### src/rtl/fifo1_enq_arbiter_if.sv
// fifo1_enq_arbiter_if
//   Bundles the producer-side request/enqueue signals and the FIFO enqueue
//   method signals for fifo1_enq_arbiter.
//   slave  : arbiter view. It takes in the requests and FIFO RDY, and drives the
//            grants and the FIFO enqueue.
//   master : environment view. This is the producers plus the FIFO.
//   Signals:
//     req_valid / req_lock / req_enq__ENA [NUM_REQ]   producer requests
//     req_enq_v [NUM_REQ*DATA_WIDTH]                  producer payloads, slice i
//     req_enq__RDY [NUM_REQ]                          one-hot grant
//     fifo_enq__RDY                                   FIFO not full
//     fifo_enq__ENA / fifo_enq_v / fifo_enq_src       enqueue strobe, payload, source
interface fifo1_enq_arbiter_if #(
  parameter int NUM_REQ    = 4,
  parameter int DATA_WIDTH = 32
);
  logic [NUM_REQ-1:0]            req_valid;
  logic [NUM_REQ-1:0]            req_lock;
  logic [NUM_REQ-1:0]            req_enq__ENA;
  logic [NUM_REQ*DATA_WIDTH-1:0] req_enq_v;
  logic [NUM_REQ-1:0]            req_enq__RDY;
  logic                          fifo_enq__RDY;
  logic                          fifo_enq__ENA;
  logic [DATA_WIDTH-1:0]         fifo_enq_v;
  logic [$clog2(NUM_REQ)-1:0]    fifo_enq_src;

  modport master (
    output req_valid, req_lock, req_enq__ENA, req_enq_v, fifo_enq__RDY,
    input  req_enq__RDY, fifo_enq__ENA, fifo_enq_v, fifo_enq_src
  );

  modport slave (
    input  req_valid, req_lock, req_enq__ENA, req_enq_v, fifo_enq__RDY,
    output req_enq__RDY, fifo_enq__ENA, fifo_enq_v, fifo_enq_src
  );
endinterface

### src/rtl/fifo1_enq_arbiter.sv
// fifo1_enq_arbiter
//   This is a round-robin arbiter that shares one single-element FIFO enqueue
//   port among NUM_REQ producers. The grant is combinational and has zero
//   latency. The winner's data and a source tag are forwarded to the FIFO.
//   A producer may lock the port for up to LOCK_MAX back-to-back beats, which
//   keeps multi-beat messages contiguous.
//   Ports:
//     CLK, nRST     clock; synchronous active-low reset
//     bus (slave)   requests, grants and FIFO enqueue (see fifo1_enq_arbiter_if)
//     locked        registered, high while a producer holds the lock
//     protocol_err  registered one-cycle pulse when an ENA arrives without its RDY
module fifo1_enq_arbiter #(
  parameter int NUM_REQ    = 4,
  parameter int DATA_WIDTH = 32,
  parameter int LOCK_MAX   = 4
)(
  input  logic               CLK,
  input  logic               nRST,
  fifo1_enq_arbiter_if.slave bus,
  output logic               locked,
  output logic               protocol_err
);
  localparam int SRC_W = $clog2(NUM_REQ);
  localparam int CNT_W = $clog2(LOCK_MAX + 1);

  typedef enum logic {ARB, LOCKED} st_t;

  st_t                                 st, st_nxt;
  logic [SRC_W-1:0]                    rr_ptr, rr_nxt, owner, owner_nxt;
  logic [SRC_W-1:0]                    winner, cand;
  logic [CNT_W-1:0]                    lock_cnt, cnt_nxt, cnt_inc;
  logic [NUM_REQ-1:0]                  grant;
  logic [NUM_REQ-1:0][DATA_WIDTH-1:0]  slice;
  logic                                xfer;

  assign slice = bus.req_enq_v;

  // Winner selection. The scan runs farthest to nearest, so the last hit is
  // the first valid port after rr_ptr.
  always_comb begin
    winner = owner;
    cand   = '0;
    if (st == ARB) begin
      winner = rr_ptr;
      for (int k = NUM_REQ; k >= 1; k--) begin
        cand = SRC_W'((int'(rr_ptr) + k) % NUM_REQ);
        if (bus.req_valid[cand]) winner = cand;
      end
    end
  end

  // The grant never looks at ENA. It is killed during reset and while the FIFO is full.
  always_comb begin
    grant = '0;
    if (nRST && bus.fifo_enq__RDY)
      grant[winner] = bus.req_valid[winner];
  end

  assign xfer              = |(bus.req_enq__ENA & grant);
  assign bus.req_enq__RDY  = grant;
  assign bus.fifo_enq__ENA = xfer;
  assign bus.fifo_enq_v    = slice[winner];
  assign bus.fifo_enq_src  = winner;

  assign cnt_inc = lock_cnt + CNT_W'(1);

  always_comb begin
    st_nxt    = st;
    rr_nxt    = rr_ptr;
    owner_nxt = owner;
    cnt_nxt   = lock_cnt;
    case (st)
      ARB: begin
        if (xfer) begin
          rr_nxt = winner;
          if (bus.req_lock[winner]) begin
            st_nxt    = LOCKED;
            owner_nxt = winner;
            cnt_nxt   = CNT_W'(1);
          end
        end
      end
      LOCKED: begin
        // Leaving the lock always leaves rr_ptr at owner, so the next scan starts at owner+1.
        if (!bus.req_valid[owner]) begin
          st_nxt  = ARB;
          cnt_nxt = '0;
          rr_nxt  = owner;
        end else if (xfer) begin
          rr_nxt  = owner;
          cnt_nxt = cnt_inc;
          if (!bus.req_lock[owner] || cnt_inc == CNT_W'(LOCK_MAX)) begin
            st_nxt  = ARB;
            cnt_nxt = '0;
          end
        end
        // If the FIFO is full, or the owner waits without ENA, the lock is held and the count is frozen.
      end
      default: st_nxt = ARB;
    endcase
  end

  always_ff @(posedge CLK) begin
    if (!nRST) begin
      st           <= ARB;
      rr_ptr       <= SRC_W'(NUM_REQ - 1);
      owner        <= '0;
      lock_cnt     <= '0;
      protocol_err <= 1'b0;
    end else begin
      st           <= st_nxt;
      rr_ptr       <= rr_nxt;
      owner        <= owner_nxt;
      lock_cnt     <= cnt_nxt;
      protocol_err <= |(bus.req_enq__ENA & ~grant);
    end
  end

  assign locked = (st == LOCKED);

endmodule
### src/flat_wrapper.sv
// flat-port wrapper written by rule: the top's interface ports become plain ports
module fifo1_enq_arbiter_flat 
#(
  parameter int NUM_REQ    = 4,
  parameter int DATA_WIDTH = 32,
  parameter int LOCK_MAX   = 4
)
  (CLK, nRST, locked, protocol_err, bus_req_valid, bus_req_lock, bus_req_enq__ENA, bus_req_enq_v, bus_fifo_enq__RDY, bus_req_enq__RDY, bus_fifo_enq__ENA, bus_fifo_enq_v, bus_fifo_enq_src);
  fifo1_enq_arbiter_if #(.NUM_REQ(NUM_REQ), .DATA_WIDTH(DATA_WIDTH)) bus_i ();
  input  logic CLK;
  input  logic nRST;
  output logic locked;
  output logic protocol_err;
  input wire logic [$bits(bus_i.req_valid)-1:0] bus_req_valid;
  input wire logic [$bits(bus_i.req_lock)-1:0] bus_req_lock;
  input wire logic [$bits(bus_i.req_enq__ENA)-1:0] bus_req_enq__ENA;
  input wire logic [$bits(bus_i.req_enq_v)-1:0] bus_req_enq_v;
  input wire logic [$bits(bus_i.fifo_enq__RDY)-1:0] bus_fifo_enq__RDY;
  output wire logic [$bits(bus_i.req_enq__RDY)-1:0] bus_req_enq__RDY;
  output wire logic [$bits(bus_i.fifo_enq__ENA)-1:0] bus_fifo_enq__ENA;
  output wire logic [$bits(bus_i.fifo_enq_v)-1:0] bus_fifo_enq_v;
  output wire logic [$bits(bus_i.fifo_enq_src)-1:0] bus_fifo_enq_src;
  assign bus_i.req_valid = bus_req_valid;
  assign bus_i.req_lock = bus_req_lock;
  assign bus_i.req_enq__ENA = bus_req_enq__ENA;
  assign bus_i.req_enq_v = bus_req_enq_v;
  assign bus_i.fifo_enq__RDY = bus_fifo_enq__RDY;
  assign bus_req_enq__RDY = bus_i.req_enq__RDY;
  assign bus_fifo_enq__ENA = bus_i.fifo_enq__ENA;
  assign bus_fifo_enq_v = bus_i.fifo_enq_v;
  assign bus_fifo_enq_src = bus_i.fifo_enq_src;
  fifo1_enq_arbiter #(.NUM_REQ(NUM_REQ), .DATA_WIDTH(DATA_WIDTH), .LOCK_MAX(LOCK_MAX)) u_core (.CLK(CLK), .nRST(nRST), .bus(bus_i), .locked(locked), .protocol_err(protocol_err));
endmodule
### config.mk
export PLATFORM = sky130hd
export DESIGN_NAME = fifo1_enq_arbiter_flat
export DESIGN_NICKNAME = d
export VERILOG_FILES = /design/src/rtl/fifo1_enq_arbiter_if.sv /design/src/rtl/fifo1_enq_arbiter.sv /design/src/flat_wrapper.sv
export SDC_FILE = /design/constraint.sdc
export NUM_CORES = 1
export LEC_CHECK = 0
export ABC_CLOCK_PERIOD_IN_PS = 3400
export BUFFER_PORTS_ARGS = -buffer_cell sky130_fd_sc_hd__buf_2
export CAP_MARGIN = 20
export CELL_PAD_IN_SITES_DETAIL_PLACEMENT = 0
export CELL_PAD_IN_SITES_GLOBAL_PLACEMENT = 1
export CORE_UTILIZATION = 23
export CTS_BUF_LIST = sky130_fd_sc_hd__clkbuf_4 sky130_fd_sc_hd__clkbuf_8
export CTS_CLUSTER_DIAMETER = 40
export DETAILED_ROUTE_END_ITERATION = 7
export PLACE_DENSITY_LB_ADDON = 0.2
export SLEW_MARGIN = 0
export SYNTH_ARGS = -nofsm -noshare
export SYNTH_HDL_FRONTEND = slang
export SYNTH_SLANG_ARGS = --single-unit
### constraint.sdc
create_clock -name CLK -period 3.4 [get_ports CLK]
set_input_delay 0.34 -clock CLK [delete_from_list [all_inputs] [get_ports CLK]]
set_output_delay 0.34 -clock CLK [all_outputs]
set_load 0.02 [all_outputs]
==> impl_results.rst, run 1 <==
.. list-table::
   :header-rows: 1

   * - Metric
     - Value
   * - Final GP Congestion
     - 0.845
   * - Terminus of the critical flop-to-flop path
     - u_core.lock_cnt[2]
   * - Count of filler cells inserted in the layout
     - 831
   * - Clk_skew
     - 3.42 ps
   * - Per-cell routed wire length
     - 13.9 um
   * - Largest fanout on the critical path
     - 28
   * - Startpoint class of the critical path
     - flip-flop
   * - Final routed DRC violation total
     - 0
   * - Type of the most critical hold path
     - primary input to flip-flop
   * - Slew headroom
     - 68.0%
   * - Post-CTS repair timing setup buffer count
     - 0
   * - Yosys Warn Count
     - 0
   * - Worst-path cell with the longest stage delay
     - sky130_fd_sc_hd__or4b_4
   * - First-pass GRT wire length
     - 12.7 mm
   * - Number of cells on the worst hold path
     - 2
   * - Required arrival time at the worst endpoint
     - 3060 ps
   * - Synthesized cell area
     - 1770 um2
   * - Final setup viols
     - 0
   * - Portion of the post-synthesis area used by sequential elements
     - 10.2%
   * - Final Critical Period
     - 2850 ps
   * - Cell Chain, Critical Path
     - or2b_2, or4b_4, a31oi_4, buf_4, nand2_1, and3_1, a31oi_1, buf_2
   * - Congestion Overflow GR
     - 0
   * - Die area
     - 8050 um2
   * - Count of mapped cells out of synthesis
     - 312
   * - Library cell occupying the most area in the post-synthesis netlist
     - sky130_fd_sc_hd__nand2_1
   * - Total of flip-flops plus latches after synthesis
     - 9
   * - Root buffer cell
     - sky130_fd_sc_hd__clkbuf_8
   * - DRT iter0 DRCs
     - 70
   * - Number of distinct library cells after synthesis
     - 48
   * - Number of max-cap violations
     - 0
   * - Most used cells in the layout excluding fill and tap cells
     - sky130_fd_sc_hd__buf_2 (183), sky130_fd_sc_hd__nand2_1 (138), sky130_fd_sc_hd__and3_1 (36)
   * - Die outline width
     - 89.7 um
   * - Beginning of the worst hold path
     - nRST
   * - Fraction of layout cells with a size suffix above 1
     - 42.5%
   * - Drt via density
     - 4.88
   * - TritonRoute pass-1 iters
     - 6
   * - Startpoint of the lowest-slack register-to-register path
     - u_core.rr_ptr[0]
   * - Arrival @ worst endpoint
     - 2510 ps
   * - Starting density of the core
     - 24.2%
   * - Static leakage power
     - 1.65 nW
   * - Post-synth EDFFs
     - 0
   * - Remaining antenna violation count
     - 0
   * - Cell types with the largest area share after synthesis
     - sky130_fd_sc_hd__nand2_1 (29%), sky130_fd_sc_hd__and3_1 (13%), sky130_fd_sc_hd__a31oi_1 (11%), sky130_fd_sc_hd__dfxtp_1 (10%), sky130_fd_sc_hd__clkbuf_1 (3.4%)
   * - Post-synthesis average cell area
     - 5.67 um2
   * - Number of nets in the synthesized netlist
     - 457
   * - Critical setup path kind
     - flip-flop to output pin
   * - R2r worst-path depth
     - 9
   * - Share of the synthesized area in the top cell type
     - 29.3%
   * - Total Nets Final
     - 628
   * - Vias in the first global route
     - 2703
   * - TritonCTS clock tree
     - built
   * - Post-DP HPWL
     - 6.28 mm
   * - Power density of the placed cells
     - 566 nW/um2
   * - Count of input and output buffers
     - 183
   * - Clock latency on the worst-skew pair
     - 230 ps
   * - Setup slack, reg-to-reg
     - 780 ps
   * - Number of rows created at floorplan
     - 31
   * - Total global-route track usage
     - 19.1%
   * - Measured slew at the worst slew-check pin
     - 481 ps
   * - Share of the clock period used by the worst path
     - 83.9%
   * - Delay of the slowest cell on the worst path
     - 500 ps
   * - Pin count of the biggest net entering global routing
     - 70
   * - Share of flip-flops with an asynchronous set or reset after synthesis
     - 0%
   * - H-Tree Level Count
     - 1
   * - Resize count post-CTS
     - 0
   * - Detailed Route WL
     - 8.11 mm
   * - Clk slew on worst S/H paths
     - 50 ps
   * - Inserted Clock Buffers
     - 3
   * - Syn-to-layout area delta
     - 60.5%
   * - CTS max path bufs
     - 2
   * - I/O pin count
     - 184
   * - Via count of the routed design
     - 2839
   * - Hold bufs inserted after CTS
     - 0
   * - CTS sink count
     - 9
   * - Outcome
     - completed
   * - Worst hold margin
     - 397 ps
   * - Accumulated negative setup slack
     - 0 ps
   * - Most common cell after layout, fill and taps aside
     - sky130_fd_sc_hd__buf_2
   * - Endpoint class of the critical path
     - output pin
   * - Highest achievable clock rate
     - 350 MHz
   * - Final count of hold timing violations
     - 0
   * - Endpoint with the worst hold slack
     - u_core.rr_ptr[0]
   * - Top FF cell, synth
     - sky130_fd_sc_hd__dfxtp_1
   * - Worst IR Drop VDD
     - 205 uV
   * - Vert. Die Dim
     - 89.7 um
   * - Number of antenna violations at the first check in global routing
     - 1
   * - Fin. max-slew vios
     - 0
   * - Unrepaired setup endpoints after global routing
     - no
   * - Area of the core region
     - 7330 um2
[cells in the mapped netlist, drive strengths merged, types with 2 or more instances]
| library cell | number |
|---|---|
| nor4 | 3 |
| o21ai | 4 |
| o22a | 2 |
| a21boi | 2 |
| a21o | 2 |
| nor2b | 4 |
| buf | 8 |
| a21oi | 3 |
| a31oi | 33 |
| dfxtp | 9 |
| a31o | 2 |
| a221oi | 2 |
| clkbuf | 16 |
| ha | 2 |
| inv | 10 |
| nor2 | 7 |
| and2 | 2 |
| and3 | 36 |
| nand3 | 3 |
| nand2b | 2 |
| mux2i | 2 |
| nand2 | 138 |
| mux4 | 2 |
| a311oi | 2 |
[report_power, final]
| part | switching [mW] | internal (mW) |
|---|---|---|
| Clock | 0.0470 | 0.0901 |
| Sequential | 0.0169 | 0.118 |
| Combinational | 0.846 | 0.490 |
| Total | 0.910 | 0.698 |
[routing by layer]
layer  routed length [um]  track usage (%)
met4                  226             6.01
met1                 3440             21.9
met2                 3950             35.2
met5                    0                0
met3                  493             3.81
[worst max-delay path by stage]
stage                     start                  end  slack [ps]
2_1_floorplan  bus_req_valid[1]    bus_fifo_enq_v[0]         710
3_3_place_gp   bus_req_valid[1]   u_core.lock_cnt[2]         690
3_5_place_dp   bus_req_valid[1]   u_core.lock_cnt[2]         650
4_1_cts        u_core.rr_ptr[0]    bus_fifo_enq_v[3]         550
5_1_grt        u_core.rr_ptr[0]  bus_req_enq__RDY[1]         360
6_report       u_core.rr_ptr[0]    bus_fifo_enq_v[3]         550
[final cells by class]
class	instances	area, um2	area share [%]
Antenna cell	1	2.50	0.0881
Inverter	10	37.5	1.32
Tap cell	99	124	4.36
Clock buffer	4	48.8	1.72
Timing Repair Buffer	190	993	35.0
Sequential cell	9	180	6.34
Multi-Input combinational cell	269	1460	51.2
[per-stage QoR]
step	util, %	instances	area (um2)	setup WS, ps	total power, mW
final	38.8	582	2840	546	1.61
after global routing	38.8	582	2840	359	1.75
after CTS	38.7	581	2840	546	1.62
after detailed placement	38.1	577	2790	652	1.48
after global placement	38.1	577	2790	686	1.48
after floorplan	-	312	1770	708	1.02
[worst max-delay path, delay by kind of cell, from the launching register on]
| family | cells | cell delay, ps |
|---|---|---|
| AND/OR/NAND/NOR | 4 | 910 |
| buffers and inverters | 2 | 530 |
| AO/OA/AOI/OAI | 2 | 450 |
| flip-flops | 1 | 380 |
[registers in the layout, summed over array words and instances, names as in the netlist]
name and flops:
u_core.locked 1, u_core.rr_ptr 2, u_core.lock_cnt 3, u_core.owner 2, u_core.protocol_err 1
[cells by family after synthesis]
group | share of synthesized area (%)
flops | 10.2
simple gates | 52.9
fa+ha+maj | 1.41
buf+inv | 7.63
mux | 3.67
xor+xnor | 0.495
compound gates | 23.7
No activity file was read; power rests on OpenSTA's default activity.
==> run 2: changes to the inputs <==
Settings changed: ABC_AREA set to 1, ABC_CLOCK_PERIOD_IN_PS 3400 to 2300, CORE_UTILIZATION 23 to 19.
Clock period 3.4 ns to 2.3 ns, I/O delays scaled along.
==> impl_results.rst, run 2 <==
.. list-table::
   :header-rows: 1

   * - Metric
     - Value
   * - Type of the most critical hold path
     - primary input to flip-flop (unchanged)
   * - Number of antenna violations at the first check in global routing
     - 0 (was 1)
   * - Fraction of layout cells with a size suffix above 1
     - 62.8% (was 42.5%)
   * - Measured slew at the worst slew-check pin
     - 407 ps (was 481 ps)
   * - I/O pin count
     - 184 (unchanged)
   * - Cell Chain, Critical Path
     - inv_8, nand2_2, nand2_2, nand2_2, nand2_2, inv_4, nand2_2, nand2_2, nand3_4, buf_6, nand4_1, nand2_2, nor2_4, buf_4, nand2_1, inv_1, buf_6 (was or2b_2, or4b_4, a31oi_4, buf_4, nand2_1, and3_1, a31oi_1, buf_2)
   * - Starting density of the core
     - 19.9% (was 24.2%)
   * - Most frequent CP cell
     - sky130_fd_sc_hd__nand2_2
   * - Fraction of met3 tracks used by global routing
     - 3.43% (was 3.81%)
   * - Clock latency on the worst-skew pair
     - 230 ps (about the same)
   * - Delay of the slowest cell on the worst path
     - 410 ps (was 500 ps)
   * - Post-synthesis average cell area
     - 5.69 um2 (was 5.67 um2)
   * - Simple-Gate Fraction of Synth Area
     - 50.5% (was 52.9%)
   * - TritonCTS clock tree
     - built (unchanged)
   * - Remaining antenna violation count
     - 0 (unchanged)
   * - Fraction of met1 tracks used by global routing
     - 22.8% (was 21.9%)
   * - CTS sink count
     - 9 (unchanged)
   * - CTS max path bufs
     - 2 (unchanged)
   * - TritonRoute pass-1 iters
     - 4 (was 6)
   * - Register name with the most flops
     - u_core.lock_cnt (unchanged)
   * - Hold bufs inserted after CTS
     - 0 (unchanged)
   * - Final GP Congestion
     - 0.793 (was 0.845)
   * - Cell types with the largest area share after synthesis
     - sky130_fd_sc_hd__nand2_1 (23%), sky130_fd_sc_hd__a22oi_1 (21%), sky130_fd_sc_hd__dfxtp_1 (11%), sky130_fd_sc_hd__nand3_1 (9.9%), sky130_fd_sc_hd__inv_1 (4.3%) (was sky130_fd_sc_hd__nand2_1 (29%), sky130_fd_sc_hd__and3_1 (13%), sky130_fd_sc_hd__a31oi_1 (11%), sky130_fd_sc_hd__dfxtp_1 (10%), sky130_fd_sc_hd__clkbuf_1 (3.4%))
   * - XOR/XNOR share of the synthesized area
     - 0.527% (was 0.495%)
   * - Vert. Die Dim
     - 95.5 um (was 89.7 um)
   * - Startpoint class of the critical path
     - flip-flop (unchanged)
   * - Max FFs per register
     - 3 (unchanged)
   * - Number of distinct library cells after synthesis
     - 32 (was 48)
   * - Syn-to-layout area delta
     - 120% (was 60.5%)
   * - Inserted Clock Buffers
     - 3 (unchanged)
   * - Busiest metal layer after global routing
     - met2 (unchanged)
   * - Number of rows created at floorplan
     - 33 (was 31)
   * - Most common cell after layout, fill and taps aside
     - sky130_fd_sc_hd__buf_2 (unchanged)
   * - Die outline width
     - 95.5 um (was 89.7 um)
   * - Number of nets in the synthesized netlist
     - 437 (was 457)
   * - Number of max-cap violations
     - 0 (unchanged)
   * - Total global-route track usage
     - 19.0% (was 19.1%)
   * - Per-cell routed wire length
     - 16.4 um (was 13.9 um)
   * - Pin count of the biggest net entering global routing
     - 21 (was 70)
   * - Grt met2 use
     - 35.5% (was 35.2%)
   * - Final routed DRC violation total
     - 0 (unchanged)
   * - Share of the clock period used by the worst path
     - 105%
   * - Slew headroom
     - 72.8% (was 68.0%)
   * - Area of the core region
     - 8340 um2 (was 7330 um2)
   * - Share of the synthesized area in the top cell type
     - 22.8% (was 29.3%)
   * - Library cell occupying the most area in the post-synthesis netlist
     - sky130_fd_sc_hd__nand2_1 (unchanged)
   * - Clk slew on worst S/H paths
     - 40 ps (was 50 ps)
   * - Multiplexer share of the synthesized area
     - 0% (was 3.67%)
   * - Final cell count without fillers
     - 605 (was 582)
   * - Outcome
     - complete, but fails checks (was completed)
   * - Critical setup path kind
     - flip-flop to output pin (unchanged)
   * - Number of buffer and inverter instances along the worst setup path
     - 6 (was 2)
   * - Vias in the first global route
     - 2756 (was 2703)
   * - Count of mapped cells out of synthesis
     - 292 (was 312)
   * - Share of flip-flops with an asynchronous set or reset after synthesis
     - 0% (unchanged)
   * - Required arrival time at the worst endpoint
     - 2070 ps (was 3060 ps)
   * - Total Nets Final
     - 646 (was 628)
   * - Die area
     - 9120 um2 (was 8050 um2)
   * - First-pass GRT wire length
     - 13.4 mm (was 12.7 mm)
   * - Biggest regs
     - u_core.lock_cnt (3), u_core.owner (2), u_core.rr_ptr (2) (unchanged)
   * - Root buffer cell
     - sky130_fd_sc_hd__clkbuf_8 (unchanged)
   * - Fin. max-slew vios
     - 0 (unchanged)
   * - Endpoint class of the critical path
     - output pin (unchanged)
   * - Synthesized cell area
     - 1660 um2 (was 1770 um2)
   * - Cell family with the largest share of critical-path delay
     - simple AND/OR/NAND/NOR gates (unchanged)
   * - DRT iter0 DRCs
     - 112 (was 70)
   * - Minimum setup slack in the final design
     - -124 ps (was 546 ps)
   * - Most used cells in the layout excluding fill and tap cells
     - sky130_fd_sc_hd__buf_2 (146), sky130_fd_sc_hd__nand2_1 (76), sky130_fd_sc_hd__buf_6 (36) (was sky130_fd_sc_hd__buf_2 (183), sky130_fd_sc_hd__nand2_1 (138), sky130_fd_sc_hd__and3_1 (36))
   * - Yosys Warn Count
     - 0 (unchanged)
   * - Unrepaired setup endpoints after global routing
     - yes (was no)
   * - Violated checks
     - negative setup slack
   * - Post-DP HPWL
     - 7.16 mm (was 6.28 mm)
   * - Top FF cell, synth
     - sky130_fd_sc_hd__dfxtp_1 (unchanged)
   * - Final setup viols
     - 43 (was 0)
   * - Share of synthesized cell area in full adder, half adder and majority cells
     - 1.51% (was 1.41%)
   * - Count of filler cells inserted in the layout
     - 888 (was 831)
   * - Via count of the routed design
     - 2893 (was 2839)
   * - Cell types with the highest counts after synthesis
     - sky130_fd_sc_hd__nand2_1 (101), sky130_fd_sc_hd__a22oi_1 (46), sky130_fd_sc_hd__nand3_1 (33), sky130_fd_sc_hd__inv_1 (19), sky130_fd_sc_hd__nor2_1 (17) (was sky130_fd_sc_hd__nand2_1 (138), sky130_fd_sc_hd__and3_1 (36), sky130_fd_sc_hd__a31oi_1 (32), sky130_fd_sc_hd__clkbuf_1 (16))
   * - Largest fanout on the critical path
     - 8 (was 28)
   * - Post-synth EDFFs
     - 0 (unchanged)
   * - Drt via density
     - 4.78 (was 4.88)
   * - Total of flip-flops plus latches after synthesis
     - 9 (unchanged)
   * - Worst-path cell with the longest stage delay
     - sky130_fd_sc_hd__dfxtp_4 (was sky130_fd_sc_hd__or4b_4)
   * - Synth Area in Compound Gates
     - 27.0% (was 23.7%)
   * - Detailed Route WL
     - 9.90 mm (was 8.11 mm)
   * - Largest family of logic cells by synthesized area
     - simple AND/OR/NAND/NOR gates (unchanged)
   * - Clk_skew
     - 5.66 ps (was 3.42 ps)
   * - # diodes
     - 0 (was 1)
   * - H-Tree Level Count
     - 1 (unchanged)
   * - Count of input and output buffers
     - 183 (unchanged)
   * - Final core utilization
     - 43.8% (was 38.8%)
   * - Final Critical Period
     - 2420 ps
   * - Highest achievable clock rate
     - 413 MHz
   * - Congestion Overflow GR
     - 0 (unchanged)
   * - Total instance count after detailed placement
     - 576 (was 577)
   * - Portion of the post-synthesis area used by sequential elements
     - 10.8% (was 10.2%)
   * - Accumulated negative setup slack
     - -3320 ps (was 0 ps)
   * - Most used standard cell by instance count after synthesis
     - sky130_fd_sc_hd__nand2_1 (unchanged)
   * - Arrival @ worst endpoint
     - 2190 ps (was 2510 ps)
   * - Final count of hold timing violations
     - 0 (unchanged)
[run 2: changes by cell type after synthesis, sizes merged, moves of 3 or more]
cell / previous run / this run
nand3: 3 / 38
nand2: 138 / 113
a21oi: 3 / 7
and3: 36 / 0
nor2b: 4 / 0
inv: 10 / 25
nor4: 3 / 0
a22oi: 1 / 46
nand4: 0 / 4
nor3: 0 / 3
buf: 8 / 5
a31oi: 33 / 0
clkbuf: 16 / 9
nor2: 7 / 20
[run 2: kinds of logic after synthesis]
logic type | after synthesis
AO/OA/AOI/OAI | 62
XOR/XNOR | 1
adder cells (fa/ha/maj) | 2
buffers and inverters | 39
flip-flops | 9
AND/OR/NAND/NOR | 179
[run 2: layer usage]
metal,routed length [um],vias up
li1,-,1437
met4,47,0
met1,3920,1322
met5,0,-
met3,540,4
met2,5390,130
[run 2: area by class of cell]
| class | instances | area [um2] | area share, % |
|---|---|---|---|
| Sequential cell | 9 | 185 | 5.07 |
| Multi-Input combinational cell | 246 | 1650 | 45.1 |
| Inverter | 25 | 116 | 3.19 |
| Clock buffer | 4 | 48.8 | 1.34 |
| Tap cell | 105 | 131 | 3.60 |
| Timing Repair Buffer | 216 | 1520 | 41.7 |
[run 2: worst register-to-register path, delay by kind of cell (launching register included)]
kind	cells	cell delay [ps]
flops	1	410
buf+inv	5	510
simple gates	15	1340
[run 2: path summary, 6_finish.rpt]
path | cells past startpoint | to | slack, ps | startpoint
hold reg to reg | 2 | u_core.lock_cnt[2] | 510 | u_core.lock_cnt[2]
setup / recovery | 17 | bus_req_enq__RDY[0] | -120 | u_core.rr_ptr[0]
setup reg to reg | 20 | u_core.owner[1] | -70 | u_core.rr_ptr[0]
hold / removal | 2 | u_core.rr_ptr[0] | 320 | nRST
[run 2: what timing repair did]
item,4_1_cts,5_1_grt
setup buffers,13,5
endpoints found under the setup margin,44,46
gates resized for setup,79,89
cloned,4,3
endpoints found under the hold margin,0,0
pin swaps,17,29
[run 2: through the flow]
step / instance area [um2] / hold WS [ps] / setup slack (ps)
after floorplan: 1660 / 448 / 178
after global placement: 2760 / 492 / -90.0
after detailed placement: 2760 / 513 / -78.7
after CTS: 3240 / 307 / -76.3
after global routing: 3650 / 328 / -255
final: 3650 / 319 / -124
Power of run 2 is not shown: default switching activity piles up to over one toggle a cycle in this logic, so the estimate is an artifact.
